==> config.mk <==
export PLATFORM = sky130hd
export DESIGN_NAME = sync_fifo_param_flat
export DESIGN_NICKNAME = d
export VERILOG_FILES = /design/src/rtl/fifo_pkg.sv /design/src/rtl/sync_fifo_param_if.sv /design/src/rtl/fifo_mem.sv /design/src/rtl/sync_fifo_param.sv /design/src/flat_wrapper.sv
export SDC_FILE = /design/constraint.sdc
export NUM_CORES = 1
export LEC_CHECK = 0
export BUFFER_PORTS_ARGS = -buffer_cell sky130_fd_sc_hd__buf_2
export CAP_MARGIN = 20
export CORE_ASPECT_RATIO = 1.1
export CORE_UTILIZATION = 50
export DETAILED_ROUTE_END_ITERATION = 10
export GPL_TIMING_DRIVEN = 0
export PLACE_DENSITY = 0.74
export SLEW_MARGIN = 30
export SYNTH_ARGS = -nofsm -noshare
export SYNTH_HDL_FRONTEND = slang
export SYNTH_SLANG_ARGS = --single-unit
==> constraint.sdc <==
create_clock -name clk -period 2.2 [get_ports clk]
set_input_delay 0.11 -clock clk [delete_from_list [all_inputs] [get_ports clk]]
set_output_delay 0.11 -clock clk [all_outputs]
set_load 0.01 [all_outputs]
==> src/rtl/fifo_pkg.sv <==
`default_nettype none
// +--------------------------------------------------------------------+
// | fifo_pkg                                                           |
// | Shared sizing and pointer helpers for the parametrised FIFO.       |
// | Revision: 1.0                                                      |
// +--------------------------------------------------------------------+
package fifo_pkg;

  // Occupancy must represent 0..DEPTH inclusive.
  function automatic int count_width(input int depth);
    return $clog2(depth + 1);
  endfunction

  function automatic int ptr_width(input int depth);
    return (depth > 1) ? $clog2(depth) : 1;
  endfunction

  // Explicit wrap so non-power-of-two depths use exactly DEPTH slots.
  function automatic int ptr_next(input int ptr, input int depth);
    return (ptr == depth - 1) ? 0 : ptr + 1;
  endfunction

endpackage
`default_nettype wire

==> src/rtl/sync_fifo_param_if.sv <==
`default_nettype none
// +--------------------------------------------------------------------+
// | sync_fifo_param_if                                                 |
// | Producer/consumer handshake and status bundle for sync_fifo_param. |
// | Revision: 1.0                                                      |
// +--------------------------------------------------------------------+
interface sync_fifo_param_if
  import fifo_pkg::*;
#(
  parameter int WIDTH = 8,
  parameter int DEPTH = 8
) ();
  localparam int CW = count_width(DEPTH);

  logic             wr_en;
  logic [WIDTH-1:0] wr_data;
  logic             rd_en;
  logic [WIDTH-1:0] rd_data;
  logic             rd_valid;
  logic [CW-1:0]    count;
  logic             empty;
  logic             full;
  logic             almost_empty;
  logic             almost_full;
  logic             overflow;
  logic             underflow;

  modport master (
    output wr_en, wr_data, rd_en,
    input  rd_data, rd_valid, count, empty, full,
    input  almost_empty, almost_full, overflow, underflow
  );

  modport slave (
    input  wr_en, wr_data, rd_en,
    output rd_data, rd_valid, count, empty, full,
    output almost_empty, almost_full, overflow, underflow
  );
endinterface
`default_nettype wire

==> src/rtl/fifo_mem.sv <==
`default_nettype none
// +--------------------------------------------------------------------+
// | fifo_mem                                                           |
// | Simple dual-port register array, one write port, registered read.  |
// | Revision: 1.0                                                      |
// +--------------------------------------------------------------------+
module fifo_mem
  import fifo_pkg::*;
#(
  parameter int WIDTH = 8,
  parameter int DEPTH = 8,
  localparam int AW   = ptr_width(DEPTH)
) (
  input  wire logic             clk,
  input  wire logic             reset_n,
  input  wire logic             wr_en,
  input  wire logic [AW-1:0]    wr_addr,
  input  wire logic [WIDTH-1:0] wr_data,
  input  wire logic             rd_en,
  input  wire logic [AW-1:0]    rd_addr,
  output logic      [WIDTH-1:0] rd_data
);
  logic [WIDTH-1:0] r_mem [DEPTH];

  // Storage is deliberately unreset so it can map onto block RAM later.
  always_ff @(posedge clk) begin
    if (wr_en) begin
      r_mem[wr_addr] <= wr_data;
    end
  end

  always_ff @(posedge clk) begin
    if (!reset_n) begin
      rd_data <= '0;
    end else if (rd_en) begin
      rd_data <= r_mem[rd_addr];
    end
  end
endmodule
`default_nettype wire

==> src/rtl/sync_fifo_param.sv <==
`default_nettype none
// +--------------------------------------------------------------------+
// | sync_fifo_param                                                    |
// | Single-clock FIFO with thresholds, occupancy and error pulses.     |
// | Revision: 1.0                                                      |
// +--------------------------------------------------------------------+
module sync_fifo_param
  import fifo_pkg::*;
#(
  parameter int WIDTH    = 8,
  parameter int DEPTH    = 8,
  parameter int AF_LEVEL = DEPTH - 1,
  parameter int AE_LEVEL = 1
) (
  input wire logic           clk,
  input wire logic           reset_n,
  sync_fifo_param_if.slave   bus
);
  localparam int CW = count_width(DEPTH);
  localparam int PW = ptr_width(DEPTH);

  logic [PW-1:0] r_wr_ptr;
  logic [PW-1:0] r_rd_ptr;
  logic [CW-1:0] r_count;
  logic          r_rd_valid;
  logic          r_overflow;
  logic          r_underflow;
  logic          w_full;
  logic          w_empty;
  logic          w_wr_acc;
  logic          w_rd_acc;

  // Flags come only from the registered count, never from the requests.
  assign w_full   = (r_count == CW'(DEPTH));
  assign w_empty  = (r_count == '0);
  assign w_wr_acc = bus.wr_en && !w_full;
  assign w_rd_acc = bus.rd_en && !w_empty;

  always_ff @(posedge clk) begin
    if (!reset_n) begin
      r_wr_ptr    <= '0;
      r_rd_ptr    <= '0;
      r_count     <= '0;
      r_rd_valid  <= 1'b0;
      r_overflow  <= 1'b0;
      r_underflow <= 1'b0;
    end else begin
      if (w_wr_acc) begin
        r_wr_ptr <= PW'(ptr_next(int'(r_wr_ptr), DEPTH));
      end
      if (w_rd_acc) begin
        r_rd_ptr <= PW'(ptr_next(int'(r_rd_ptr), DEPTH));
      end
      case ({w_wr_acc, w_rd_acc})
        2'b10:   r_count <= r_count + CW'(1);
        2'b01:   r_count <= r_count - CW'(1);
        default: r_count <= r_count;
      endcase
      r_rd_valid  <= w_rd_acc;
      r_overflow  <= bus.wr_en && w_full;
      r_underflow <= bus.rd_en && w_empty;
    end
  end

  fifo_mem #(
    .WIDTH (WIDTH),
    .DEPTH (DEPTH)
  ) u_mem (
    .clk     (clk),
    .reset_n (reset_n),
    .wr_en   (w_wr_acc),
    .wr_addr (r_wr_ptr),
    .wr_data (bus.wr_data),
    .rd_en   (w_rd_acc),
    .rd_addr (r_rd_ptr),
    .rd_data (bus.rd_data)
  );

  assign bus.rd_valid     = r_rd_valid;
  assign bus.count        = r_count;
  assign bus.empty        = w_empty;
  assign bus.full         = w_full;
  assign bus.almost_empty = (r_count <= CW'(AE_LEVEL));
  assign bus.almost_full  = (r_count >= CW'(AF_LEVEL));
  assign bus.overflow     = r_overflow;
  assign bus.underflow    = r_underflow;
endmodule
`default_nettype wire

==> src/flat_wrapper.sv <==
// flat-port wrapper written by rule: the top's interface ports become plain ports
module sync_fifo_param_flat import fifo_pkg::*;
#(
  parameter int WIDTH    = 8,
  parameter int DEPTH    = 8,
  parameter int AF_LEVEL = DEPTH - 1,
  parameter int AE_LEVEL = 1
)
  (clk, reset_n, bus_wr_en, bus_wr_data, bus_rd_en, bus_rd_data, bus_rd_valid, bus_count, bus_empty, bus_full, bus_almost_empty, bus_almost_full, bus_overflow, bus_underflow);
  sync_fifo_param_if #(.WIDTH(WIDTH), .DEPTH(DEPTH)) bus_i ();
  input wire logic clk;
  input wire logic reset_n;
  input wire logic [$bits(bus_i.wr_en)-1:0] bus_wr_en;
  input wire logic [$bits(bus_i.wr_data)-1:0] bus_wr_data;
  input wire logic [$bits(bus_i.rd_en)-1:0] bus_rd_en;
  output wire logic [$bits(bus_i.rd_data)-1:0] bus_rd_data;
  output wire logic [$bits(bus_i.rd_valid)-1:0] bus_rd_valid;
  output wire logic [$bits(bus_i.count)-1:0] bus_count;
  output wire logic [$bits(bus_i.empty)-1:0] bus_empty;
  output wire logic [$bits(bus_i.full)-1:0] bus_full;
  output wire logic [$bits(bus_i.almost_empty)-1:0] bus_almost_empty;
  output wire logic [$bits(bus_i.almost_full)-1:0] bus_almost_full;
  output wire logic [$bits(bus_i.overflow)-1:0] bus_overflow;
  output wire logic [$bits(bus_i.underflow)-1:0] bus_underflow;
  assign bus_i.wr_en = bus_wr_en;
  assign bus_i.wr_data = bus_wr_data;
  assign bus_i.rd_en = bus_rd_en;
  assign bus_rd_data = bus_i.rd_data;
  assign bus_rd_valid = bus_i.rd_valid;
  assign bus_count = bus_i.count;
  assign bus_empty = bus_i.empty;
  assign bus_full = bus_i.full;
  assign bus_almost_empty = bus_i.almost_empty;
  assign bus_almost_full = bus_i.almost_full;
  assign bus_overflow = bus_i.overflow;
  assign bus_underflow = bus_i.underflow;
  sync_fifo_param #(.WIDTH(WIDTH), .DEPTH(DEPTH), .AF_LEVEL(AF_LEVEL), .AE_LEVEL(AE_LEVEL)) u_core (.clk(clk), .reset_n(reset_n), .bus(bus_i));
endmodule
======== After elaboration in Yosys (flattened, before gate mapping) ========
Memory sizes are Yosys's and may differ from the RTL's. A register that Yosys moved wholly into a read port is not among the register bits.
Cells that the tools add are included.
cells by class
  multipliers ............................. 0
  shift operators ......................... 0
  add/subtract/negate cells ............... 4
  div/mod/pow operators ................... 0
  bitwise operators ....................... 0
  $lt $le $gt $ge ......................... 2
  reduce and logical (&&, ||, !) cells .... 9
  mux-type cells .......................... 5
  equal/unequal tests ..................... 5
operator list
  kind                 count
  $pmux 4 s2           1
  $add 3x1->3 const B  2
  $eq 3x1->1 const B   2
  $mux 3               2
  $add 4x1->4 const B  1
  $eq 4x4->1 const B   1
  $ge 4x3->1 const B   1
  $le 4x1->1 const B   1
  $logic_and 1x1->1    4
  $logic_not 4->1      1
  $sub 4x1->4 const B  1
  $logic_not 1->1      3
  $eq 2x1->1 const B   1
  $eq 2x2->1 const B   1
  $mux 1               2
  $reduce_bool 2->1    1
word-level totals
  input port bits ......................... 12
  logic and storage cells ................. 32
  ROM bits ................................ 0
  memories ................................ 1
  bits in registers ....................... 13
  bits in writable memories ............... 64
  output and inout port bits .............. 19
  bits in latches ......................... 0
memory list
  memory              words  bits a word  read ports  clocked after memory_dff  write ports  RTL line        source
  u_core.u_mem.r_mem  8      8            1           1                         1            fifo_mem.sv:23  logic [WIDTH-1:0] r_mem [DEPTH];

======== Longest topological paths before layout ========
Gate-level depths: netlist of run 1.
  depth after elaboration ................. 5
  gate-level depth with buffers ........... 11

======== Hierarchy ========
A second synthesis of run 1 with hierarchy kept.
second synthesis, totals
  cells, all modules ...................... 233
  area total of the unflattened synthesis .. 3448.3 µm²
by module, submodules not included
  module           cells each  instances  area an instance (µm²)  seq. area each (µm²)
  fifo_mem         160         1          2788.9                  2082.0
  sync_fifo_param  73          1          659.4                   260.2

======== Worst setup path after synthesis of run 1 ========
Ideal clock, no wire load.
  path kind ............................... register -> register
  from .................................... reg u_core.r_count[0] (netlist: u_core.bus.count[0])
  to ...................................... mem u_core.u_mem.r_mem[0][0], enable pin
  period minus slack after synthesis ...... 2278 ps
  cell stages (with the launch flop) ...... 6
  data arrival time ....................... 1883 ps
  setup slack ............................. -78 ps
  library setup time ...................... 395 ps
  path buffers ............................ 0
  cells stage by stage .................... dfxtp_1 > inv_1 > ha_1 > nand3b_1 > nand2_2 > nor4_1
between the ends
  word-level cells in the longest chain between the ends .. 5
RTL lines
  what                          RTL line               source
  start: declaration            sync_fifo_param.sv:24  logic [CW-1:0] r_count;
  start signal: assignment      sync_fifo_param.sv:55  2'b10: r_count <= r_count + CW'(1);
  start signal: assignment      sync_fifo_param.sv:56  2'b01: r_count <= r_count - CW'(1);
  start signal: assignment      sync_fifo_param.sv:57  default: r_count <= r_count;
  $eq 4x4->1                    sync_fifo_param.sv:34  assign w_full = (r_count == CW'(DEPTH));
  $logic_not 1->1               sync_fifo_param.sv:36  assign w_wr_acc = bus.wr_en && !w_full;
  $logic_and 1x1->1             sync_fifo_param.sv:36
  $mux 1                        fifo_mem.sv:27         if (wr_en) begin
  $mux 1 (not written as such)  fifo_mem.sv:28         r_mem[wr_addr] <= wr_data;
  end: declaration              fifo_mem.sv:23
No other way between the ends.

======== Final worst setup path of run 1 ========
  from .................................... reg u_core.r_count[1] (netlist: u_core.bus.count[1])
  to ...................................... reg u_core.r_count[3] (netlist: u_core.bus.count[3])
between the ends
  word-level cells in the longest chain between the ends .. 5
  elaborated cells between the ends (all ways) .. 12
  those cells by class .................... add/sub: 2; eq/ne: 3; mux: 1; reduce/logical: 6
RTL lines
  what                                             RTL line               source
  $logic_not 4->1 *                                sync_fifo_param.sv:35  assign w_empty = (r_count == '0);
  $logic_not 1->1 *                                sync_fifo_param.sv:37  assign w_rd_acc = bus.rd_en && !w_empty;
  $logic_and 1x1->1 *                              sync_fifo_param.sv:37
  via u_core.u_mem.rd_en                           fifo_mem.sv:19         input wire logic rd_en,
  $eq 2x1->1 or $eq 2x2->1 (tied branches)         sync_fifo_param.sv:54  case ({w_wr_acc, w_rd_acc})
  $pmux 4 s2 or $reduce_bool 2->1 (tied branches)  --
The timed path passes the listed nets; every way through them passes the cells marked *.
A chain may end at the register's enable or synchronous reset.

==> metrics.cfg, run 1 <==
[worst_setup_path]
path_class=reg -> reg
slowest_delay_ns=0.47
cp.arrival_ns=2.43
critPathLaunchType=register
reg2reg_from=u_core.bus.count[1]$_SDFFE_PN0P_
reg2reg_slack_ns=0.07
worst_r2r_path_depth=11
slowest_stage=or4b_4
required_ns=2.50
critPathMaxFanout=4
cp_top_family=simple AND/OR/NAND/NOR gates
cp_num_buf_inv=3
r2r-end=u_core.bus.count[3]$_SDFFE_PN0P_
cp-end-kind=register
path_cells=inv_4, ha_4, or3b_4, buf_6, nand2_8, inv_4, ha_4, or4b_4, a21oi_4, xor2_1, and2_1

[job]
maxCapViolations=0

[clock_network]
cts_sinks=85
cts_tree=built
root_buffer=clkbuf_8
path_clk_slew_ns=0.08
ctsHtreeMaxLevel=3
insertion_delay_ns=0.35
clock_path_buffers=2
cts-hold-fix-buffers=0
cts_made_buffers=9

[detailed_routing]
routed_wl_um=7000
dr_total_vias=2150
wl_per_cell_um=18.5
firstDrtPassIters=4
ant_nets=0
drc_errors=0
drtIter0Drc=111
via_per_inst=5.67

[finish]
final_cell_mix=64 x edfxtp_1, 31 x buf_2, 20 x buf_4, 19 x dfxtp_1, 17 x mux2i_1
final_util=0.632
diodes=0
postLayoutCellArea_sq_um=4190
nets=312
final_common_cell=edfxtp_1
fin_cells=379
fillerInstances=490
synthToLayoutAreaGrowth_pct=20.7
drive_gt1_frac=0.380

[sta]
rsz0062_at_grt=yes
finClkSkew_ns=0.00791
timing.setup.tns_ns=0
hold-worst-slack_ns=0.0168
drv_slew=0
hold_viol_final=0
slew_headroom=0.420
worst_pin_slew_ns=0.865
setup-violations-final=0
min_period_ns=2.13
max_freq_mhz=469
fin_crit_sh=0.970

[synthesis]
syn_nets=253
ys_warn_count=0
synth_edf_count=64
synthCells=233
syn_area_sq_um=3470
synth-seq-cells=85
avgSynthCellArea_sq_um=14.9
seq_area_frac_synth=0.674
ys_async_sr_fraction=0
synth_cell_types=41
synth-main-ff-cell=edfxtp_1

[die]
die_w_um=81.5
start_util=0.524
die-area_sq_um=7280
num_rows=31
core_sq_um=6630
boundaryPins=31
die_h_um=89.4

[placed_design]
hpwl_um=4330
placed_cells=346
portBuffers=30
gp_congestion=0.755
dpl_cell_area_sq_um=3770

[worst_hold_path]
holdPathEnd=u_core.u_mem.r_mem[1][3]$_DFFE_PP_
whs_path_depth=1
hold_start=bus_wr_data[3]
hold_class=in -> reg

[global_route]
grt_usage=0.204
antenna_found_initial=0
grt_max_degree=15
grt_pass1_vias=1988
gr-total-overflow=0
grt_pass1_wl_um=10200

[power_and_ir_drop]
peakVddDrop_mv=0.681
power_density_nw_per_um2=1070
leakagePower_nw=1.55

[run_status]
run_status=finished, final reports clean

==> cells in the mapped netlist (2+ instances only) <==
| cell type | instances | area share |
|---|---|---|
| edfxtp_1 | 64 | 0.55 |
| dfxtp_1 | 21 | 0.12 |
| mux2i_1 | 17 | 0.049 |
| mux2_2 | 14 | 0.045 |
| nor2_1 | 12 | 0.013 |
| nand2_1 | 9 | 0.0097 |
| ha_1 | 8 | 0.029 |
| a22o_2 | 7 | 0.020 |
| a22oi_1 | 7 | 0.015 |
| o22ai_1 | 7 | 0.013 |
| a21boi_0 | 6 | 0.013 |
| inv_1 | 6 | 0.0065 |
| nor3_1 | 5 | 0.0072 |
| a211oi_1 | 3 | 0.0065 |
| and2_1 | 3 | 0.0054 |
| buf_6 | 3 | 0.0097 |
| nand2b_1 | 3 | 0.0054 |
| nand3_1 | 3 | 0.0043 |
| nand4b_1 | 3 | 0.0076 |
| nor2b_1 | 3 | 0.0054 |
| or3_1 | 3 | 0.0054 |
| a21oi_1 | 2 | 0.0029 |
| and3_1 | 2 | 0.0036 |
| buf_4 | 2 | 0.0043 |
| clkbuf_1 | 2 | 0.0022 |
| o21ai_0 | 2 | 0.0029 |
| xnor2_1 | 2 | 0.0050 |
==> power breakdown <==
group	total [W]	leakage, nW	internal, W	switching, W
logic	0.00134	0.689	0.000694	0.000651
registers	0.00194	0.754	0.00186	0.0000865
clock network	0.00118	0.104	0.000638	0.000547
total	0.00447	1.55	0.00319	0.00128
==> cell type report <==
type	instances	area, sq um	area share
clock inverters	6	85.1	0.0203
clock buffers	10	128	0.0304
plain buffers	9	72.6	0.0173
inverters	6	27.5	0.00657
repair buffers	48	285	0.0681
flip-flops and latches	85	2350	0.561
well taps	82	103	0.0245
multi-input cells	133	1140	0.272
==> routing by layer <==
| metal | routed length [um] | part of all wire | up-vias | GRT usage |
|---|---|---|---|---|
| met5 | 0 | 0 | - | 0 |
| met4 | 184 | 0.026 | 0 | 0.112 |
| met3 | 397 | 0.057 | 17 | 0.0367 |
| met2 | 3400 | 0.49 | 81 | 0.339 |
| met1 | 3020 | 0.43 | 1044 | 0.252 |
| li1 | - | - | 1008 | - |
==> logic make-up (layout without fill, tap and decap cells) <==
kind of cell	after synthesis	in the layout	synth area share
adders and majority gates	8	8	0.0288
DFF	85	85	0.674
muxes	31	31	0.0944
AOI/OAI and AO/OA	37	37	0.0807
and+or+nand+nor	54	54	0.0868
xor gates and xnor gates	3	3	0.00757
buffers and inverters	15	79	0.0274
==> flip-flops by register name, indices dropped and copies added, names as in the netlist <==
| name | cells |
|---|---|
| u_core.u_mem.rd_data | 8 |
| u_core.bus.overflow | 1 |
| u_core.bus.count | 4 |
| u_core.bus.rd_valid | 1 |
| u_core.r_wr_ptr | 3 |
| u_core.u_mem.r_mem | 64 |
| u_core.r_rd_ptr | 3 |
| u_core.bus.underflow | 1 |
==> how the worst max path moves through the flow <==
| stage | start | depth (start not counted) | end |
|---|---|---|---|
| floorplan | u_core.bus.count[0]$_SDFFE_PN0P_ | 11 | u_core.bus.count[3]$_SDFFE_PN0P_ |
| global placement | u_core.bus.count[0]$_SDFFE_PN0P_ | 5 | u_core.u_mem.r_mem[6][6]$_DFFE_PP_ |
| detailed placement | u_core.bus.count[1]$_SDFFE_PN0P_ | 9 | u_core.bus.count[3]$_SDFFE_PN0P_ |
| CTS | u_core.bus.count[0]$_SDFFE_PN0P_ | 11 | u_core.bus.count[3]$_SDFFE_PN0P_ |
| global route | u_core.bus.count[1]$_SDFFE_PN0P_ | 11 | u_core.bus.count[3]$_SDFFE_PN0P_ |
| finish | u_core.bus.count[1]$_SDFFE_PN0P_ | 11 | u_core.bus.count[3]$_SDFFE_PN0P_ |
==> repair_timing <==
action / CTS / global route
endpoints found under the setup margin: 50 / 30
gates cloned: 0 / 0
buffers inserted: 0 / 17
pin swaps: 2 / 4
resized for setup: 12 / 10
==> worst reg2reg max path, stage by stage (launching register included) <==
cell and delay [ns]:
dfxtp_4 0.38, inv_4 0.04, ha_4 0.16, or3b_4 0.22, buf_6 0.12, nand2_8 0.06
inv_4 0.06, ha_4 0.13, or4b_4 0.47, a21oi_4 0.16, xor2_1 0.15, and2_1 0.13
==> through the flow <==
stage          power, W  worst slack [ns]
3_3_place_gp    0.00300            -0.463
6_report        0.00447            0.0666
3_5_place_dp    0.00303            -0.154
5_1_grt         0.00466           -0.0337
2_1_floorplan   0.00271            0.0164
4_1_cts         0.00424          -0.00569
(Power assumes the default switching activity.)
==> run 2, diff against run 1 <==
HOLD_SLACK_MARGIN = 0.1   (was unset)
==> metrics.cfg, run 2 (synthesized netlist as in run 1, its figures left out) <==
[power_and_ir_drop]
peakVddDrop_mv=0.632
sw_frac_of_total=0.288
power_w=0.00450
switchingPower_w=0.00130
p_seq_frac=0.431
pwr-share-comb=0.304
leakagePower_nw=1.60
power_density_nw_per_um2=1040
clkPwrFrac=0.264
p_int_w=0.00321

[sta]
finClkSkew_ns=0.00697
timing.setup.tns_ns=0
slew_headroom=0.420
drv_slew=0
setup-violations-final=0
min_period_ns=2.13
rsz0062_at_grt=yes
worst_pin_slew_ns=0.865
hold_viol_final=0
fin_crit_sh=0.970
max_freq_mhz=469

[clock_network]
path_clk_slew_ns=0.08
insertion_delay_ns=0.35
cts_made_buffers=9
cts_sinks=85
cts_tree=built
root_buffer=clkbuf_8
ctsHtreeMaxLevel=3
clock_path_buffers=2

[die]
die_h_um=89.4
die_w_um=81.5
num_rows=31
boundaryPins=31
start_util=0.524
core_sq_um=6630
die-area_sq_um=7280

[finish]
drive_gt1_frac=0.366
final_common_cell=edfxtp_1
synthToLayoutAreaGrowth_pct=24.1
diodes=0
nets=324
max_flop_register=u_core.u_mem.r_mem
final_cell_mix=64 x edfxtp_1, 31 x buf_2, 20 x buf_4, 19 x dfxtp_1, 17 x mux2i_1
fillerInstances=480
largest_register_ffs=64

[detailed_routing]
routed_wl_um=7130
firstDrtPassIters=4
dr_total_vias=2166
drc_errors=0
wl_per_cell_um=18.2
drtIter0Drc=91
ant_nets=0
via_per_inst=5.54

[global_route]
grt_usage=0.206
grt_pass1_wl_um=10300
antenna_found_initial=0
grt_max_degree=15
grt_pass1_vias=2018
gr-total-overflow=0

[worst_setup_path]
cp.arrival_ns=2.42
slowest_delay_ns=0.37
critPathLaunchType=register
critPathMaxFanout=4
slowest_stage=dfxtp_4
cp-end-kind=register
path_cells=inv_4, ha_4, or3b_4, buf_6, nand2_8, inv_4, ha_4, buf_4, mux2i_1, or3_1, a21boi_1
required_ns=2.49
cp_top_family=simple AND/OR/NAND/NOR gates
cp_num_buf_inv=4
path_class=reg -> reg

[placed_design]
hpwl_um=4330
portBuffers=30
gp_congestion=0.755

[run_status]
run_status=finished, final reports clean

[worst_hold_path]
hold_class=in -> reg

[job]
maxCapViolations=0

-- run 2: worst paths after layout --
| kind | from | end | slack [ns] | cells past startpoint |
|---|---|---|---|---|
| worst min register to register | u_core.u_mem.rd_data[7]$_SDFFE_PN0P_ | u_core.u_mem.rd_data[7]$_SDFFE_PN0P_ | 0.49 | 1 |
| worst max register to register | u_core.bus.count[1]$_SDFFE_PN0P_ | u_core.bus.count[2]$_SDFFE_PN0P_ | 0.07 | 11 |
| worst max-delay path | u_core.bus.count[1]$_SDFFE_PN0P_ | u_core.bus.count[2]$_SDFFE_PN0P_ | 0.07 | 11 |
| worst min-delay path | bus_rd_en | u_core.r_rd_ptr[1]$_SDFFE_PN0P_ | 0.16 | 3 |
-- run 2: final cells by class --
type / instances / area (sq um) / share of cell area
flip-flops and latches: 85 / 2350 / 0.545
multi-input cells: 133 / 1140 / 0.265
repair buffers: 60 / 405 / 0.0940
clock buffers: 10 / 128 / 0.0296
well taps: 82 / 103 / 0.0238
clock inverters: 6 / 85.1 / 0.0197
plain buffers: 9 / 72.6 / 0.0168
inverters: 6 / 27.5 / 0.00638
-- run 2: routing by layer --
| layer | part of all wire | vias to the layer above | wire length (um) | GRT usage |
|---|---|---|---|---|
| met5 | 0 | - | 0 | 0 |
| met4 | 0.026 | 0 | 185 | 0.112 |
| met3 | 0.063 | 17 | 446 | 0.0367 |
| met2 | 0.48 | 81 | 3450 | 0.342 |
| met1 | 0.43 | 1037 | 3050 | 0.255 |
| li1 | - | 1031 | - | - |
-- run 2: per-stage QoR --
stage / setup WS, ns / util / hold slack, ns / instance area, sq um / std cells
global route: -0.0355 / 0.650 / 0.170 / 4310 / 391
detailed placement: -0.154 / 0.569 / 0.376 / 3770 / 346
floorplan: 0.0164 / - / 0.209 / 3480 / 233
global placement: -0.463 / 0.563 / 0.373 / 3730 / 345
finish: 0.0659 / 0.650 / 0.161 / 4310 / 391
CTS: -0.00536 / 0.625 / 0.115 / 4150 / 374
-- run 2: worst register-to-register path, cell delays in order, from the launching register on --
cell,delay [ns]
dfxtp_4,0.37
inv_4,0.06
ha_4,0.14
or3b_4,0.37
buf_6,0.14
nand2_8,0.08
inv_4,0.04
ha_4,0.15
buf_4,0.13
mux2i_1,0.12
or3_1,0.32
a21boi_1,0.15
-- run 2: what timing repair did --
action | CTS | global route
setup endpoints to repair | 50 | 30
buffers inserted | 0 | 17
endpoints found under the hold margin | 68 | 0
hold buffers | 12 | 0
pin swaps | 2 | 4
gates resized for setup | 12 | 10
-- run 2: power groups by stage --
stage                     registers [W]  clock network, W  logic, W
final                           0.00194           0.00119   0.00137
after global routing            0.00196           0.00125   0.00147
after CTS                       0.00195           0.00119   0.00111
after detailed placement        0.00198                 0   0.00105
after global placement          0.00197                 0   0.00103
after floorplan                 0.00199                 0  0.000722
